File: config.mk
export PLATFORM = sky130hd
export DESIGN_NAME = pipeline_hazard_unit
export DESIGN_NICKNAME = d
export VERILOG_FILES = /design/src/rtl/pipeline_ctrl_pkg.sv /design/src/rtl/fwd_select.sv /design/src/rtl/pipeline_hazard_unit.sv
export SDC_FILE = /design/constraint.sdc
export NUM_CORES = 1
export LEC_CHECK = 0
export ABC_CLOCK_PERIOD_IN_PS = 4450
export CAP_MARGIN = 10
export CORE_MARGIN = 8
export CORE_UTILIZATION = 45
export DETAILED_ROUTE_END_ITERATION = 12
export PLACE_DENSITY_LB_ADDON = 0.1
export SYNTH_ARGS = -nofsm -noshare
export SYNTH_HDL_FRONTEND = slang
export SYNTH_SLANG_ARGS = --single-unit
File: constraint.sdc
create_clock -name clk -period 4.45 [get_ports clk]
set_input_delay 0.89 -clock clk [delete_from_list [all_inputs] [get_ports clk]]
set_output_delay 0.89 -clock clk [all_outputs]
set_load 0.005 [all_outputs]
File: src/rtl/pipeline_ctrl_pkg.sv
// -----------------------------------------------------------------------------
// pipeline_ctrl_pkg
// Shared types and constants for the 5-stage core pipeline control logic.
//   fwd_sel_t  : ALU operand source select (regfile / EX / MEM / WB result)
//   hz_state_t : hazard unit FSM states
//   REG_AW_DEFAULT : default register address width
// -----------------------------------------------------------------------------
package pipeline_ctrl_pkg;

    localparam int REG_AW_DEFAULT = 5;

    typedef enum logic [1:0] {
        FWD_REG = 2'd0,
        FWD_EX  = 2'd1,
        FWD_MEM = 2'd2,
        FWD_WB  = 2'd3
    } fwd_sel_t;

    typedef enum logic [1:0] {
        RUN    = 2'd0,
        LSTALL = 2'd1,
        FLUSH  = 2'd2
    } hz_state_t;

endpackage

File: src/rtl/fwd_select.sv
// -----------------------------------------------------------------------------
// fwd_select
// Combinational priority match of one ID-stage source operand against the
// destinations tracked for the EX, MEM and WB stages.
// Ports:
//   src_i, use_src_i         : source register and its "is read" flag
//   ex_rd_i/ex_wr_i/ex_ld_i  : EX-stage destination, write enable, is-load
//   mem_rd_i/mem_wr_i        : MEM-stage destination and write enable
//   wb_rd_i/wb_wr_i          : WB-stage destination and write enable
//   ex_hit_o                 : source matches the EX destination (any kind)
//   sel_o                    : forwarding select, EX > MEM > WB > regfile
// -----------------------------------------------------------------------------
import pipeline_ctrl_pkg::*;

module fwd_select #(
    parameter int REG_AW = REG_AW_DEFAULT
) (
    input  logic [REG_AW-1:0] src_i,
    input  logic              use_src_i,
    input  logic [REG_AW-1:0] ex_rd_i,
    input  logic              ex_wr_i,
    input  logic              ex_ld_i,
    input  logic [REG_AW-1:0] mem_rd_i,
    input  logic              mem_wr_i,
    input  logic [REG_AW-1:0] wb_rd_i,
    input  logic              wb_wr_i,
    output logic              ex_hit_o,
    output fwd_sel_t          sel_o
);

    logic mem_hit;
    logic wb_hit;

    // x0 is hard-wired zero, so a write to it is never a real producer.
    assign ex_hit_o = use_src_i && ex_wr_i  && (src_i == ex_rd_i)  && (ex_rd_i  != '0);
    assign mem_hit  = use_src_i && mem_wr_i && (src_i == mem_rd_i) && (mem_rd_i != '0);
    assign wb_hit   = use_src_i && wb_wr_i  && (src_i == wb_rd_i)  && (wb_rd_i  != '0);

    always_comb begin
        sel_o = FWD_REG;
        // A load in EX has no result yet; the load-use stall handles it,
        // so it must not claim the EX path.
        if (ex_hit_o && !ex_ld_i) begin
            sel_o = FWD_EX;
        end else if (mem_hit) begin
            sel_o = FWD_MEM;
        end else if (wb_hit) begin
            sel_o = FWD_WB;
        end
    end

endmodule

File: src/rtl/pipeline_hazard_unit.sv
// -----------------------------------------------------------------------------
// pipeline_hazard_unit
// Resolves data and control hazards for the 5-stage RISC-V core.
// Ports:
//   clk, rst                 : clock, synchronous active-high reset
//   id_rs1/id_rs2/id_rd      : register fields of the ID-stage instruction
//   id_use_rs1/id_use_rs2    : ID instruction reads rs1/rs2
//   id_reg_write, id_is_load : ID instruction writes rd / is a load
//   ex_br_taken              : branch/jump in EX resolved taken
//   fwd_a_sel/fwd_b_sel      : registered ALU operand forwarding selects
//   stall_if_id              : hold PC and IF/ID
//   bubble_ex                : load a NOP into ID/EX
//   flush_if_id              : invalidate IF/ID
//   stall_cnt                : saturating count of load-use stall cycles
// -----------------------------------------------------------------------------
import pipeline_ctrl_pkg::*;

module pipeline_hazard_unit #(
    parameter int REG_AW       = REG_AW_DEFAULT,
    parameter int FLUSH_CYCLES = 2,
    parameter int CNT_W        = 16
) (
    input  logic              clk,
    input  logic              rst,
    input  logic [REG_AW-1:0] id_rs1,
    input  logic [REG_AW-1:0] id_rs2,
    input  logic [REG_AW-1:0] id_rd,
    input  logic              id_use_rs1,
    input  logic              id_use_rs2,
    input  logic              id_reg_write,
    input  logic              id_is_load,
    input  logic              ex_br_taken,
    output logic [1:0]        fwd_a_sel,
    output logic [1:0]        fwd_b_sel,
    output logic              stall_if_id,
    output logic              bubble_ex,
    output logic              flush_if_id,
    output logic [CNT_W-1:0]  stall_cnt
);

    // Flush counter only needs to hold FLUSH_CYCLES-1.
    localparam int FC_W = (FLUSH_CYCLES > 1) ? $clog2(FLUSH_CYCLES) : 1;

    hz_state_t          state_q, state_d;
    logic [FC_W-1:0]    fcnt_q, fcnt_d;

    // Stage tracking. The load flag only matters while the producer is in
    // EX (afterwards its data is available), so MEM/WB keep rd and wr only.
    logic [REG_AW-1:0]  ex_rd_q, mem_rd_q, wb_rd_q;
    logic               ex_wr_q, mem_wr_q, wb_wr_q;
    logic               ex_ld_q;

    fwd_sel_t           fwd_a_q, fwd_b_q;
    fwd_sel_t           fwd_a_d, fwd_b_d;
    logic               a_ex_hit, b_ex_hit;
    logic               load_use;

    logic [CNT_W-1:0]   stall_cnt_q;
    logic               cnt_inc;

    fwd_select #(.REG_AW(REG_AW)) u_fwd_a (
        .src_i     (id_rs1),
        .use_src_i (id_use_rs1),
        .ex_rd_i   (ex_rd_q),
        .ex_wr_i   (ex_wr_q),
        .ex_ld_i   (ex_ld_q),
        .mem_rd_i  (mem_rd_q),
        .mem_wr_i  (mem_wr_q),
        .wb_rd_i   (wb_rd_q),
        .wb_wr_i   (wb_wr_q),
        .ex_hit_o  (a_ex_hit),
        .sel_o     (fwd_a_d)
    );

    fwd_select #(.REG_AW(REG_AW)) u_fwd_b (
        .src_i     (id_rs2),
        .use_src_i (id_use_rs2),
        .ex_rd_i   (ex_rd_q),
        .ex_wr_i   (ex_wr_q),
        .ex_ld_i   (ex_ld_q),
        .mem_rd_i  (mem_rd_q),
        .mem_wr_i  (mem_wr_q),
        .wb_rd_i   (wb_rd_q),
        .wb_wr_i   (wb_wr_q),
        .ex_hit_o  (b_ex_hit),
        .sel_o     (fwd_b_d)
    );

    assign load_use = (a_ex_hit || b_ex_hit) && ex_ld_q;

    always_comb begin
        state_d     = state_q;
        fcnt_d      = fcnt_q;
        stall_if_id = 1'b0;
        bubble_ex   = 1'b0;
        flush_if_id = 1'b0;
        cnt_inc     = 1'b0;
        case (state_q)
            RUN, LSTALL: begin
                if (ex_br_taken) begin
                    // Taken branch wins over a concurrent load-use; that
                    // stall is never taken and never counted.
                    flush_if_id = 1'b1;
                    bubble_ex   = 1'b1;
                    state_d     = RUN;
                    if (FLUSH_CYCLES > 1) begin
                        state_d = FLUSH;
                        fcnt_d  = FC_W'(FLUSH_CYCLES - 1);
                    end
                end else if (state_q == RUN && load_use) begin
                    stall_if_id = 1'b1;
                    bubble_ex   = 1'b1;
                    cnt_inc     = 1'b1;
                    state_d     = LSTALL;
                end else begin
                    state_d = RUN;
                end
            end
            FLUSH: begin
                // fcnt_q holds the FLUSH cycles remaining, this one included.
                flush_if_id = 1'b1;
                bubble_ex   = 1'b1;
                fcnt_d      = fcnt_q - FC_W'(1);
                if (fcnt_q <= FC_W'(1)) begin
                    state_d = RUN;
                end
            end
            default: begin
                state_d = RUN;
            end
        endcase
        // Control outputs are quiet for the whole reset cycle, whatever
        // state is being abandoned.
        if (rst) begin
            stall_if_id = 1'b0;
            bubble_ex   = 1'b0;
            flush_if_id = 1'b0;
            cnt_inc     = 1'b0;
        end
    end

    always_ff @(posedge clk) begin
        if (rst) begin
            state_q     <= RUN;
            fcnt_q      <= '0;
            ex_rd_q     <= '0;
            ex_wr_q     <= 1'b0;
            ex_ld_q     <= 1'b0;
            mem_rd_q    <= '0;
            mem_wr_q    <= 1'b0;
            wb_rd_q     <= '0;
            wb_wr_q     <= 1'b0;
            fwd_a_q     <= FWD_REG;
            fwd_b_q     <= FWD_REG;
            stall_cnt_q <= '0;
        end else begin
            state_q <= state_d;
            fcnt_q  <= fcnt_d;

            if (bubble_ex) begin
                ex_rd_q <= '0;
                ex_wr_q <= 1'b0;
                ex_ld_q <= 1'b0;
            end else begin
                ex_rd_q <= id_rd;
                ex_wr_q <= id_reg_write;
                ex_ld_q <= id_is_load;
            end
            mem_rd_q <= ex_rd_q;
            mem_wr_q <= ex_wr_q;
            wb_rd_q  <= mem_rd_q;
            wb_wr_q  <= mem_wr_q;

            // A flushed instruction enters EX as a NOP, so its selects are
            // cleared; a stalled one keeps the selects it already has.
            if (flush_if_id) begin
                fwd_a_q <= FWD_REG;
                fwd_b_q <= FWD_REG;
            end else if (!stall_if_id) begin
                fwd_a_q <= fwd_a_d;
                fwd_b_q <= fwd_b_d;
            end

            if (cnt_inc && (stall_cnt_q != '1)) begin
                stall_cnt_q <= stall_cnt_q + CNT_W'(1);
            end
        end
    end

    assign fwd_a_sel = fwd_a_q;
    assign fwd_b_sel = fwd_b_q;
    assign stall_cnt = stall_cnt_q;

endmodule

==> run summary <==
============================================================================
Synth Area in Compound Gates ..................................        13.4%
Area used by sequential logic in the layout ...................      821 µm²
Final critical-path required period ...........................      4.00 ns
Worst-path fanout max .........................................            4
Via count .....................................................         1803
Setup Buffers After CTS .......................................            0
Area of the mapped netlist ....................................     2030 µm²
Synthesized-area fraction occupied by and/or/nand/nor cells ...        27.3%
Hold path cells ...............................................            1
Met2 Resource Use GR ..........................................        22.4%
Average via count per standard cell ...........................         5.53
Area of the multi-input gates .................................     1130 µm²
Port Buffer Count .............................................           44
Y dimension of the die ........................................      83.2 µm
Fin nets ......................................................          296
Largest net degree at the start of global routing .............           36
Total CTS buffers .............................................            5
Required time at the endpoint of the critical path ............      3.56 ns
Worst Max-Slew Pin Slew .......................................     0.726 ns
Total number of clock tree sinks ..............................           41
Worst path arrival time .......................................      3.11 ns
Hold-fix buffers, CTS .........................................            0
Sum of net half-perimeters after detailed placement ...........      3650 µm
CTS tree ......................................................        built
Clk slew on worst S/H paths ...................................      0.08 ns
Total detailed-routing wirelength .............................      5030 µm
Diodes inserted ...............................................            0
Grt met3 use ..................................................        5.18%
Standby leakage power .........................................     0.886 nW
Insertion delay to the later sink of the worst-skew pair ......      0.30 ns
Average footprint of a synthesized cell .......................     8.88 µm²
Initial Util ..................................................        46.7%
Largest voltage drop on the vdd net ...........................     0.182 mV
Post-route ant nets ...........................................            0
Met1 track demand over resource in global routing .............        18.3%
Routed wire length per instance ...............................      15.4 µm
Share of the clock period used by the worst path ..............        90.0%
Most utilized layer in the global route result ................         met2
Share of Yosys cell area claimed by the top area cell type ....        40.4%
Max-slew headroom .............................................        51.2%
Synthesis-to-finish area growth ...............................        29.8%
Crit start category ...........................................    input pin
R2R cell count ................................................            7
RSZ-0062 raised after global routing ..........................           no
Post-synthesis share of cell area spent on xor and xnor gates .        12.9%
Overall power .................................................     0.808 mW
Layout fillers ................................................          408
Ys Warns ......................................................            0
Synth Area in Adders ..........................................       0.615%
Post-route setup TNS ..........................................         0 ns
Gp weighted congestion ........................................        0.913
Number of flip-flops and latches in the synthesized netlist ...           41
Post-DP Area ..................................................     2500 µm²
First DRT Iteration DRCs ......................................          113
DIE WIDTH .....................................................      83.2 µm
Drt first pass iters ..........................................            5
Final number of hold-violating endpoints ......................            0
Combinational family with the most area after synthesis ....... simple AND/OR/NAND/NOR gates
Sum of overflow across all layers after global routing ........            0
Final std cell area, no fill ..................................     2640 µm²
Cell Pwr Density ..............................................   306 nW/µm²
DRC viols .....................................................            0
Synth cell types ..............................................           40
Number of buffers on the longest clock path ...................            2
Yosys top cell by area ........................................ sky130_fd_sc_hd__dfxtp_1
Classification of the worst-slack hold path ................... flop to flop
Gr usage total ................................................        14.6%
Dominant cell by count in the synthesized netlist ............. sky130_fd_sc_hd__dfxtp_1
Tightest hold margin ..........................................     0.472 ns
Nature of the critical path endpoint .......................... primary output
Wire length of the first global-routing pass ..................      8400 µm
Max-capacitance violation count ...............................            0
Max-slew violation total from the final report ................            0
Root Driver ................................................... sky130_fd_sc_hd__clkbuf_8
Post-cts resize count .........................................            0
Fraction of final layout cells sized beyond drive strength 1 ..        6.20%
Cell count after synthesis ....................................          229
Initial antenna violation count ...............................            0
Leading post-synthesis cells by cell area ..................... sky130_fd_sc_hd__dfxtp_1 40%, sky130_fd_sc_hd__xnor2_1 9.5%, sky130_fd_sc_hd__nor2b_1 4.9%, sky130_fd_sc_hd__o21ai_0 3.9%, sky130_fd_sc_hd__a21oi_1 3.4%
Result of the run ............................................. finished clean
Maximum clock frequency .......................................    0.250 GHz
Core Region ...................................................     4350 µm²
Synth async-reset ratio .......................................           0%
Setup clock skew after layout .................................   0.00804 ns
Most used DFF post-synth ...................................... sky130_fd_sc_hd__dfxtp_1
Endpoints failing setup .......................................            0
Classification of the worst setup path ........................ input pin to primary output
Via count of the first global-routing pass ....................         1760
Area of the die ...............................................     6920 µm²
Number of placed instances, taps included .....................          318
Portion of netlist area occupied by mux cells .................        1.60%
Number of synthesized flops with an enable pin ................            0
Seq/Total Area, Yosys .........................................        40.4%
Io pins .......................................................           45
Most common library cells after synthesis ..................... 41 x sky130_fd_sc_hd__dfxtp_1, 22 x sky130_fd_sc_hd__xnor2_1, 16 x sky130_fd_sc_hd__nor2b_1, 16 x sky130_fd_sc_hd__o21ai_0, 14 x sky130_fd_sc_hd__a21oi_1
H-tree depth ..................................................            2
Non-filler cells in the finished layout .......................          326
Post-Syn Nets .................................................          252
Row count .....................................................           24
============================================================================
[flip-flops by register name, indices dropped and copies added (netlist names)]
signal	count
state_q	2
wb_rd_q	5
ex_wr_q	1
fwd_b_sel	2
mem_rd_q	5
ex_rd_q	5
fwd_a_sel	2
mem_wr_q	1
wb_wr_q	1
stall_cnt	16
ex_ld_q	1
[cell families (layout without fill, tap and decap cells)]
| group | after synthesis | in the layout |
|---|---|---|
| compound gates | 44 | 44 |
| xor+xnor | 30 | 30 |
| fa+ha+maj | 1 | 1 |
| buf+inv | 17 | 62 |
| flops | 41 | 41 |
| mux | 3 | 3 |
| simple gates | 93 | 93 |
[metal layers]
metal | vias up | share of wire (%)
met4 | 0 | 1.4
met3 | 6 | 5.8
li1 | 903 | -
met1 | 845 | 49
met5 | - | 0
met2 | 49 | 44
[final cells by class]
type                    count  area share (%)
well taps                  52            2.47
clock buffers               5            2.61
flip-flops and latches     41            31.1
clock inverters             3            2.61
inverters                   9            1.28
multi-input cells         171            43.0
repair buffers             45            17.0
[critical path: stages]
cell and delay [ns]:
sky130_fd_sc_hd__clkdlybuf4s50_1 0.48, sky130_fd_sc_hd__xor2_1 0.17, sky130_fd_sc_hd__nor4_1 0.35, sky130_fd_sc_hd__nand3_1 0.21
sky130_fd_sc_hd__a21oi_1 0.27, sky130_fd_sc_hd__inv_1 0.07, sky130_fd_sc_hd__a21oi_1 0.15, sky130_fd_sc_hd__clkdlybuf4s50_1 0.52
[stage by stage]
| step | utilization (%) | setup WS, ns |
|---|---|---|
| after global placement | 57.4 | 0.495 |
| final | 60.6 | 0.446 |
| after CTS | 60.6 | 0.418 |
| after floorplan | - | 1.69 |
| after global routing | 60.6 | 0.303 |
| after detailed placement | 57.4 | 0.448 |
[cell usage in the layout (no fill, tap or decap), types with 2 or more instances in the layout]
cell	netlist	layout
sky130_fd_sc_hd__o31ai_1	3	3
sky130_fd_sc_hd__dfxtp_1	41	41
sky130_fd_sc_hd__nor4_2	2	2
sky130_fd_sc_hd__inv_1	8	8
sky130_fd_sc_hd__bufinv_16	0	2
sky130_fd_sc_hd__nand3_1	9	9
sky130_fd_sc_hd__clkbuf_8	0	5
sky130_fd_sc_hd__nor4_1	3	3
sky130_fd_sc_hd__or3_1	10	10
sky130_fd_sc_hd__a221oi_1	2	2
sky130_fd_sc_hd__clkdlybuf4s50_1	0	44
sky130_fd_sc_hd__nand2b_1	3	3
sky130_fd_sc_hd__or4_1	6	6
sky130_fd_sc_hd__nor2_1	7	7
sky130_fd_sc_hd__nor2b_1	16	16
sky130_fd_sc_hd__o21ai_0	16	16
sky130_fd_sc_hd__xnor2_1	22	22
sky130_fd_sc_hd__a31oi_1	2	2
sky130_fd_sc_hd__a21oi_1	14	14
sky130_fd_sc_hd__a311oi_1	2	2
sky130_fd_sc_hd__nand2_1	11	11
sky130_fd_sc_hd__nand4_1	9	9
sky130_fd_sc_hd__xor2_1	8	8
sky130_fd_sc_hd__and2_1	7	7
sky130_fd_sc_hd__nor3_1	5	5
[final timing paths]
path | from | endpoint | slack, ns
min | mem_wr_q | wb_wr_q | 0.47
max reg2reg | stall_cnt[0] | stall_cnt[3] | 1.65
max | id_rs2[4] | bubble_ex | 0.45
min reg2reg | mem_wr_q | wb_wr_q | 0.47
[power by group]
group / internal, mW / switching, mW / leakage, nW
combinational: 0.0374 / 0.0287 / 0.485
sequential: 0.372 / 0.00658 / 0.332
clock: 0.226 / 0.138 / 0.0687
total: 0.635 / 0.173 / 0.886
Power figures use the tool's default switching activity.
